===== config.mk =====
export PLATFORM = sky130hd
export DESIGN_NAME = cpu_ex_host_ctrl
export DESIGN_NICKNAME = d
export VERILOG_FILES = /design/src/rtl/cpu_ex_host_ctrl.sv
export SDC_FILE = /design/constraint.sdc
export NUM_CORES = 1
export LEC_CHECK = 0
export ABC_AREA = 1
export CORE_UTILIZATION = 35
export DETAILED_ROUTE_END_ITERATION = 8
export HOLD_SLACK_MARGIN = 0.08
export PLACE_DENSITY_LB_ADDON = 0.3
export SLEW_MARGIN = 20
export SYNTH_ARGS = -nofsm -noshare
export SYNTH_HDL_FRONTEND = slang
export SYNTH_SLANG_ARGS = --single-unit

===== constraint.sdc =====
create_clock -name clk -period 6.5 [get_ports clk]
set_input_delay 1.3 -clock clk [delete_from_list [all_inputs] [get_ports clk]]
set_output_delay 1.3 -clock clk [all_outputs]
set_load 0.05 [all_outputs]

===== src/rtl/cpu_ex_host_ctrl.sv =====
// cpu_ex_host_ctrl: turns host burst commands into single-word ex_ strobes for IM/DM load and DM read-back
module cpu_ex_host_ctrl #(
  parameter int ADDR_W = 16,
  parameter int DATA_W = 32,
  parameter int LEN_W  = 8
) (
  input  logic              clk,
  input  logic              rst,
  input  logic              cmd_valid,
  output logic              cmd_ready,
  input  logic [1:0]        cmd_op,
  input  logic [ADDR_W-1:0] cmd_addr,
  input  logic [LEN_W-1:0]  cmd_len,
  input  logic              wdata_valid,
  output logic              wdata_ready,
  input  logic [DATA_W-1:0] wdata,
  output logic              rdata_valid,
  input  logic              rdata_ready,
  output logic [DATA_W-1:0] rdata,
  output logic              busy,
  output logic              done,
  output logic              err,
  output logic              ex_im_wrt_en,
  output logic              ex_mem_wrt_en,
  output logic              ex_mem_rd_en,
  output logic [ADDR_W-1:0] ex_addr,
  output logic [DATA_W-1:0] ex_wrt_data,
  input  logic [DATA_W-1:0] ex_rd_data
);
  typedef enum logic [1:0] {IDLE, WRITE, READ} state_t;
  state_t state_q, state_d;
  logic [1:0] op_q, op_d, cnt_q, cnt_d, n;
  logic [ADDR_W-1:0] addr_q, addr_d, ex_addr_q, ex_addr_d;
  logic [LEN_W-1:0] rem_q, rem_d, cur_rem;
  logic [DATA_W-1:0] f0_q, f0_d, f1_q, f1_d, ex_wrt_data_q, ex_wrt_data_d;
  logic more_q, more_d, infl_q, infl_d;
  logic im_q, im_d, mw_q, mw_d, mr_q, mr_d, done_q, done_d, err_q, err_d;
  logic cmd_fire, wr_fire, pop, rd_go;
  logic [2:0] occ;
  assign cmd_ready     = state_q == IDLE;
  assign wdata_ready   = state_q == WRITE;
  assign busy          = state_q != IDLE;
  assign rdata_valid   = cnt_q != 2'd0;
  assign rdata         = f0_q;
  assign done          = done_q;
  assign err           = err_q;
  assign ex_im_wrt_en  = im_q;
  assign ex_mem_wrt_en = mw_q;
  assign ex_mem_rd_en  = mr_q;
  assign ex_addr       = ex_addr_q;
  assign ex_wrt_data   = ex_wrt_data_q;
  assign cmd_fire      = cmd_valid & cmd_ready;
  assign wr_fire       = wdata_valid & wdata_ready;
  assign pop           = rdata_valid & rdata_ready;
  assign n             = cnt_q - {1'b0, pop};
  // a new read is only issued if every word already requested still has a FIFO slot after this cycle's pop
  assign occ           = {1'b0, n} + {2'b0, infl_q} + {2'b0, mr_q};
  assign rd_go         = (cmd_fire && cmd_op == 2'b10) || (state_q == READ && more_q && occ < 3'd2);
  assign cur_rem       = cmd_fire ? cmd_len : rem_q;
  // next-state, strobe and FIFO update logic
  always_comb begin
    state_d       = state_q;
    op_d          = op_q;
    addr_d        = addr_q;
    rem_d         = rem_q;
    more_d        = more_q;
    infl_d        = mr_q;
    cnt_d         = n + {1'b0, infl_q};
    f0_d          = pop ? f1_q : f0_q;
    f1_d          = f1_q;
    ex_addr_d     = ex_addr_q;
    ex_wrt_data_d = ex_wrt_data_q;
    im_d          = 1'b0;
    mw_d          = 1'b0;
    mr_d          = rd_go;
    done_d        = 1'b0;
    err_d         = 1'b0;
    if (infl_q) begin
      if (n == 2'd0) f0_d = ex_rd_data;
      else f1_d = ex_rd_data;
    end
    if (cmd_fire) begin
      op_d    = cmd_op;
      addr_d  = cmd_addr;
      rem_d   = cmd_len;
      state_d = cmd_op[1] ? (cmd_op[0] ? IDLE : READ) : WRITE;
      err_d   = cmd_op == 2'b11;
    end
    if (wr_fire) begin
      im_d          = op_q == 2'b00;
      mw_d          = op_q == 2'b01;
      ex_addr_d     = addr_q;
      ex_wrt_data_d = wdata;
      addr_d        = addr_q + ADDR_W'(4);
      rem_d         = rem_q - LEN_W'(1);
      done_d        = rem_q == '0;
      state_d       = rem_q == '0 ? IDLE : WRITE;
    end
    if (rd_go) begin
      ex_addr_d = cmd_fire ? cmd_addr : addr_q;
      addr_d    = ex_addr_d + ADDR_W'(4);
      more_d    = cur_rem != '0;
      rem_d     = cur_rem - LEN_W'(1);
    end
    if (state_q == READ && pop && n == 2'd0 && !infl_q && !mr_q && !more_q) begin
      state_d = IDLE;
      done_d  = 1'b1;
    end
  end
  // state and registered outputs, cleared asynchronously so a burst is abandoned at once
  always_ff @(posedge clk or posedge rst) begin
    if (rst) begin
      state_q       <= IDLE;
      op_q          <= '0;
      addr_q        <= '0;
      rem_q         <= '0;
      more_q        <= 1'b0;
      infl_q        <= 1'b0;
      cnt_q         <= '0;
      f0_q          <= '0;
      f1_q          <= '0;
      ex_addr_q     <= '0;
      ex_wrt_data_q <= '0;
      im_q          <= 1'b0;
      mw_q          <= 1'b0;
      mr_q          <= 1'b0;
      done_q        <= 1'b0;
      err_q         <= 1'b0;
    end else begin
      state_q       <= state_d;
      op_q          <= op_d;
      addr_q        <= addr_d;
      rem_q         <= rem_d;
      more_q        <= more_d;
      infl_q        <= infl_d;
      cnt_q         <= cnt_d;
      f0_q          <= f0_d;
      f1_q          <= f1_d;
      ex_addr_q     <= ex_addr_d;
      ex_wrt_data_q <= ex_wrt_data_d;
      im_q          <= im_d;
      mw_q          <= mw_d;
      mr_q          <= mr_d;
      done_q        <= done_d;
      err_q         <= err_d;
    end
  end
endmodule


==> results of run 1 <==
## sequential cells by signal (all words and copies together), names as in the netlist
signal	count
ex_mem_rd_en	1
done	1
ex_wrt_data	32
ex_addr	16
rem_q	8
state_q	2
cnt_q	2
infl_q	1
f1_q	32
op_q	2
err	1
ex_im_wrt_en	1
addr_q	16
ex_mem_wrt_en	1
more_q	1
rdata	32
## metrics by stage
stage / setup slack (ns) / instances / hold WS, ns
after floorplan: 1.19 / 908 / 0.408
after global placement: 1.89 / 1328 / 0.425
after detailed placement: 1.83 / 1328 / 0.423
after CTS: 2.27 / 1360 / 0.432
after global routing: 2.02 / 1360 / 0.446
final: 2.27 / 1360 / 0.428
## per-layer routing
layer,vias to the layer above,share of wire
met5,-,0
met4,0,0.011
met3,18,0.069
met2,218,0.45
met1,3082,0.47
li1,3287,-
## cells by family (layout without fill, tap and decap cells)
group                      count (synthesis)  count (layout)  synth area share
and+or+nand+nor                          488             488             0.277
DFF                                      149             149             0.504
AOI/OAI and AO/OA                        126             126             0.104
buffers and inverters                    113             295            0.0681
muxes                                     17              17            0.0259
adders and majority gates                  8               8            0.0135
xor gates and xnor gates                   7               7           0.00828
## layout make-up
cell class              count  area, um2
repair buffers            191       1890
clock inverters            15        188
multi-input cells         646       3180
flip-flops and latches    149       3730
fillers                  1984      10500
clock buffers              17        425
inverters                  72        278
well taps                 270        338
## worst paths after layout
kind                                end  slack, ns  depth (start not counted)
setup / recovery               rem_q[7]       2.27                         16
setup reg to reg               rem_q[7]       2.97                         17
hold reg to reg            ex_im_wrt_en       0.43                          1
hold / removal             ex_im_wrt_en       0.43                          1
min in group asynchronous     rdata[23]       1.44                          2
max in group asynchronous     addr_q[7]       3.81                          3
## power by group
part | total (mW) | leakage [nW] | switching (mW) | internal (mW)
Clock | 1.00 | 0.292 | 0.452 | 0.553
Combinational | 0.0861 | 2.41 | 0.0355 | 0.0506
Sequential | 0.927 | 2.01 | 0 | 0.927
## cell usage in the layout (no fill, tap or decap), types with 9 or more instances in the layout
cell and count:
o22ai_1 16, nor2_1 68, nand2_1 315, mux2_2 17, nand3_1 61, o21ai_1 10
a31oi_1 17, clkbuf_16 17, inv_1 67, clkdlybuf4s50_1 183, nand4_1 9, a21oi_1 13
dfrtp_1 149, o21ai_0 45, nand2_2 12
## worst reg2reg max path: stages, from the launching register on
cell and delay (ns):
dfrtp_1 0.40, inv_1 0.11, nand2_1 0.11, nand2_1 0.08, buf_4 0.34, inv_1 0.11
nand2_1 0.07, nand2_1 0.07, ha_1 0.27, a21oi_1 0.06, nand3_1 0.12, nand2_2 0.33
nor2_2 0.70, buf_4 0.34, inv_1 0.14, nor2_1 0.10, a21oi_1 0.05, nand2_1 0.09
==> results.txt, run 1 <==
post-synthesis register bit count: 149
die width: 147 um
Distinct cells, synth: 42
most common cell in the synthesized netlist: nand2_1
worst path arrival time: 4.60 ns
Syn. warnings: 0
most used cell, CP: nand2_1
I/O Buffers: 183
power per standard cell area: 201 nW/um2
crit start category: input pin
final net count: 1180
CTS tree: yes
dpl cell area: 9420 um2
GRT Util Overall: 0.185
initial antenna violation count: 0
EDFF count, synth: 0
Hold Fails Final Rpt: 0
clock sink count: 149
Power Total: 2.02 mW
Seq/Total Area, Yosys: 0.504
nature of the critical path endpoint: flop
ys flop type: dfrtp_1
syn_area_per_cell: 8.15 um2
CORE AREA: 20500 um2
Setup CP Type: in2reg
CTS max path bufs: 2
Req. time, crit path: 6.86 ns
M1 GR Usage: 0.258
routed len/inst: 14.4 um
Die Height: 147 um
Max FO, Critical Path: 33
worst reg2reg path startpoint: cnt_q[1]
routability cong.: 0.873
layout cells sized above 1: 0.0890
fraction of registers with async set/reset: 1.00
final instance area: 10000 um2
initial drt markers: 355
gr busiest metal: met2
post-CTS sizing: 0
max_slew headroom: 0.400
postcts setup bufs: 0
synth top area cells: dfrtp_1 (50%), nand2_1 (16%), nand3_1 (4.2%)
first-pass iteration count of the detailed router: 7
critical path buffer and inverter count: 5
Post-Synthesis Cell Area: 7400 um2
Final setup violation count: 0
# DRC: 0
clock slew at reported path FFs: 0.07 ns
Rows: 52
largest net degree at the start of global routing: 103
delay-heaviest family, CP: simple AND/OR/NAND/NOR gates
vias in the first global route: 6256
Ports: 184
Hold Path Class: reg2reg
LEAKAGE: 4.71 nW
CTS root buf: clkbuf_16
Critical Path Start: rdata_ready
global routing usage on met2: 0.284
global-route wire length before repair: 31900 um
VDD IR max: 189 uV
Tcrit/Tclk final: 0.651
Final ANT Viol Nets: 0
vias: 6605
total grt overflow: 0
setup TNS: 0 ns
clk_skew: 0.0124 ns
Synth area leader: dfrtp_1
Die ar.: 21700 um2
top cell type's share of synthesized area: 0.504
total of max-cap violations: 0
cell chain of the critical path: clkdlybuf4s50_1 > nand2_1 > buf_4 > inv_1 > nand2_1 > nand2_1 > ha_1 > a21oi_1 > nand3_1 > nand2_2 > nor2_2 > buf_4 > inv_1 > nor2_1 > a21oi_1 > nand2_1
Hold Crit Start: op_q[1]
clock latency on the worst-skew pair: 0.42 ns
# H-tree levels: 4
final WL: 19600 um
Synth Net Count: 1011
commonest cells in the netlist: nand2_1 (316), dfrtp_1 (149), inv_1 (68), nor2_1 (68), nand3_1 (62)
Area Overhead vs Synth: 35.4%
CP max stage delay: 0.69 ns
slowest stage cell, crit path: nor2_2
DP HPWL: 13200 um
Initial Util: 0.361
vias per cell: 4.86
CTS Hold Bufs: 0
Post-Syn Instances: 908
RSZ-0062 raised after global routing: no
utilization after layout: 0.489
fmax: 0.236 GHz
number of buffers created by CTS: 17
Pins Over Slew Limit: 0
status: finished clean
# diodes: 0
fin crit period: 4.23 ns
GR met3 Demand/Resource: 0.0537
Slew @ Worst Pin: 0.899 ns
Note: power is estimated with default switching activity, not from simulation.
==> run 2, diff against run 1 <==
==> constraint.sdc (replaced) <==
create_clock -name clk -period 4.1 [get_ports clk]
set_input_delay 0.82 -clock clk [delete_from_list [all_inputs] [get_ports clk]]
set_output_delay 0.82 -clock clk [all_outputs]
set_load 0.05 [all_outputs]
==> run 2 against run 1 <==
Die area stayed put. Sequential share of layout area is 0.10 points lower. Combinational power is 59% higher. Largest power group unchanged. Highest routed layer unchanged.
==> results.txt, run 2 (same netlist as run 1, synthesis figures left out) <==
placed insts: 1331
crit start category: input pin
clock slew at reported path FFs: 0.06 ns
routed len/inst: 14.5 um
Die ar.: 21700 um2
number of buffers created by CTS: 17
CTS max path bufs: 2
RSZ-0062 raised after global routing: no
largest net degree at the start of global routing: 150
clock sink count: 149
WP depth: 13
switching power: 0.738 mW
CTS tree: yes
Hold Fails Final Rpt: 0
most used cell, CP: nand2_1
global-route wire length before repair: 32700 um
final WL: 19800 um
clock latency on the worst-skew pair: 0.42 ns
setup TNS: 0 ns
LEAKAGE: 4.72 nW
I/O Buffers: 183
met3 WL: 1310 um
vias per cell: 4.86
vias: 6633
critical path buffer and inverter count: 3
final net count: 1183
total grt overflow: 0
most frequent cells in the layout: nand2_1 (315), clkdlybuf4s50_1 (183), dfrtp_1 (149)
layout cells sized above 1: 0.0906
CTS root buf: clkbuf_16
initial antenna violation count: 1
VDD IR max: 269 uV
Slew @ Worst Pin: 0.959 ns
Setup CP Type: in2reg
Comb power frac: 0.043
Tcrit/Tclk final: 0.750
fin crit period: 3.07 ns
Power Total: 3.21 mW
Area Overhead vs Synth: 35.8%
Final setup violation count: 0
max_slew headroom: 0.360
Pins Over Slew Limit: 0
initial drt markers: 338
clk_skew: 0.0112 ns
Final ANT Viol Nets: 0
Die Height: 147 um
first-pass iteration count of the detailed router: 5
FF-to-FF setup slack: 1.33 ns
# DRC: 0
nature of the critical path endpoint: flop
CORE AREA: 20500 um2
delay-heaviest family, CP: simple AND/OR/NAND/NOR gates
Req. time, crit path: 4.46 ns
power per standard cell area: 319 nW/um2
die width: 147 um
FILL cells: 1977
# H-tree levels: 4
fmax: 0.325 GHz
postcts setup bufs: 0
worst path arrival time: 3.43 ns
CTS Hold Bufs: 0
cell chain of the critical path: clkdlybuf4s50_1 > inv_1 > nand2_1 > nand2_1 > ha_1 > a21oi_1 > nand3_1 > nand2_2 > nor2_2 > inv_1 > nor2_1 > a21oi_1 > nand2_1
Rows: 52
routability cong.: 0.838
total of max-cap violations: 0
sequential cell fraction of total power: 0.458
vias in the first global route: 6389
utilization after layout: 0.491
Ports: 184
Clock power frac: 0.499
Initial Util: 0.361
GRT Util Overall: 0.188
routed wl met2: 8850 um
post-CTS sizing: 0
internal power: 2.47 mW
FF-to-FF path depth: 15
met1 wire length: 9510 um
Switching Share: 0.230
DP HPWL: 13200 um
final cell count without fillers: 1364
uppermost layer routed: met4
Min-Delay Path Depth: 1
most common cell after layout, fill and taps aside: nand2_1
slowest stage cell, crit path: nor2_2
Max FO, Critical Path: 19
Hold Path Class: reg2reg
status: finished clean
CP max stage delay: 0.72 ns
-- run 2: cell count changes in the layout (fill, tap and decap cells not counted), sizes merged --
cell | before | now
buf | 8 | 11
bufinv | 1 | 2
clkbuf | 17 | 18
clkinv | 5 | 2
clkinvlp | 2 | 3
diode | 0 | 1
-- run 2: routing by layer --
| metal | track usage | vias to the layer above |
|---|---|---|
| li1 | - | 3293 |
| met1 | 0.264 | 3120 |
| met2 | 0.297 | 207 |
| met3 | 0.0389 | 13 |
| met4 | 0.0469 | 0 |
| met5 | 0 | - |
-- run 2: worst paths after layout --
| path | from | to |
|---|---|---|
| worst max-delay path | rdata_ready | rem_q[7] |
| worst min-delay path | op_q[1] | ex_im_wrt_en |
| worst max register to register | cnt_q[1] | rem_q[7] |
| min in group asynchronous | rst | rem_q[3] |
| max in group asynchronous | rst | ex_wrt_data[18] |
| worst min register to register | op_q[1] | ex_im_wrt_en |
-- run 2: area by class of cell --
| cell class | instances | area (um2) | area share |
|---|---|---|---|
| sequential | 149 | 3730 | 0.371 |
| multi-input combinational | 646 | 3190 | 0.317 |
| timing repair buffer | 194 | 1930 | 0.192 |
| clock buffer | 18 | 429 | 0.0427 |
| tap | 270 | 338 | 0.0336 |
| inverter | 72 | 277 | 0.0275 |
| clock inverter | 14 | 168 | 0.0167 |
| antenna | 1 | 2.50 | 0.000249 |
-- run 2: metrics by stage --
step / cell area (um2) / setup WS, ns / hold slack (ns)
4_1_cts: 10000 / 1.04 / 0.438
3_3_place_gp: 9450 / 0.648 / 0.424
2_1_floorplan: 7410 / 1.37 / 0.408
3_5_place_dp: 9450 / 0.606 / 0.429
6_report: 10100 / 1.03 / 0.439
5_1_grt: 10100 / 0.793 / 0.462
-- run 2: power groups by stage --
stage          clock network [mW]  logic, mW  registers (mW)
2_1_floorplan                   0     0.0277            1.50
3_3_place_gp                    0      0.140            1.50
3_5_place_dp                    0      0.140            1.50
4_1_cts                      1.64      0.141            1.47
5_1_grt                      1.70      0.151            1.47
6_report                     1.60      0.137            1.47
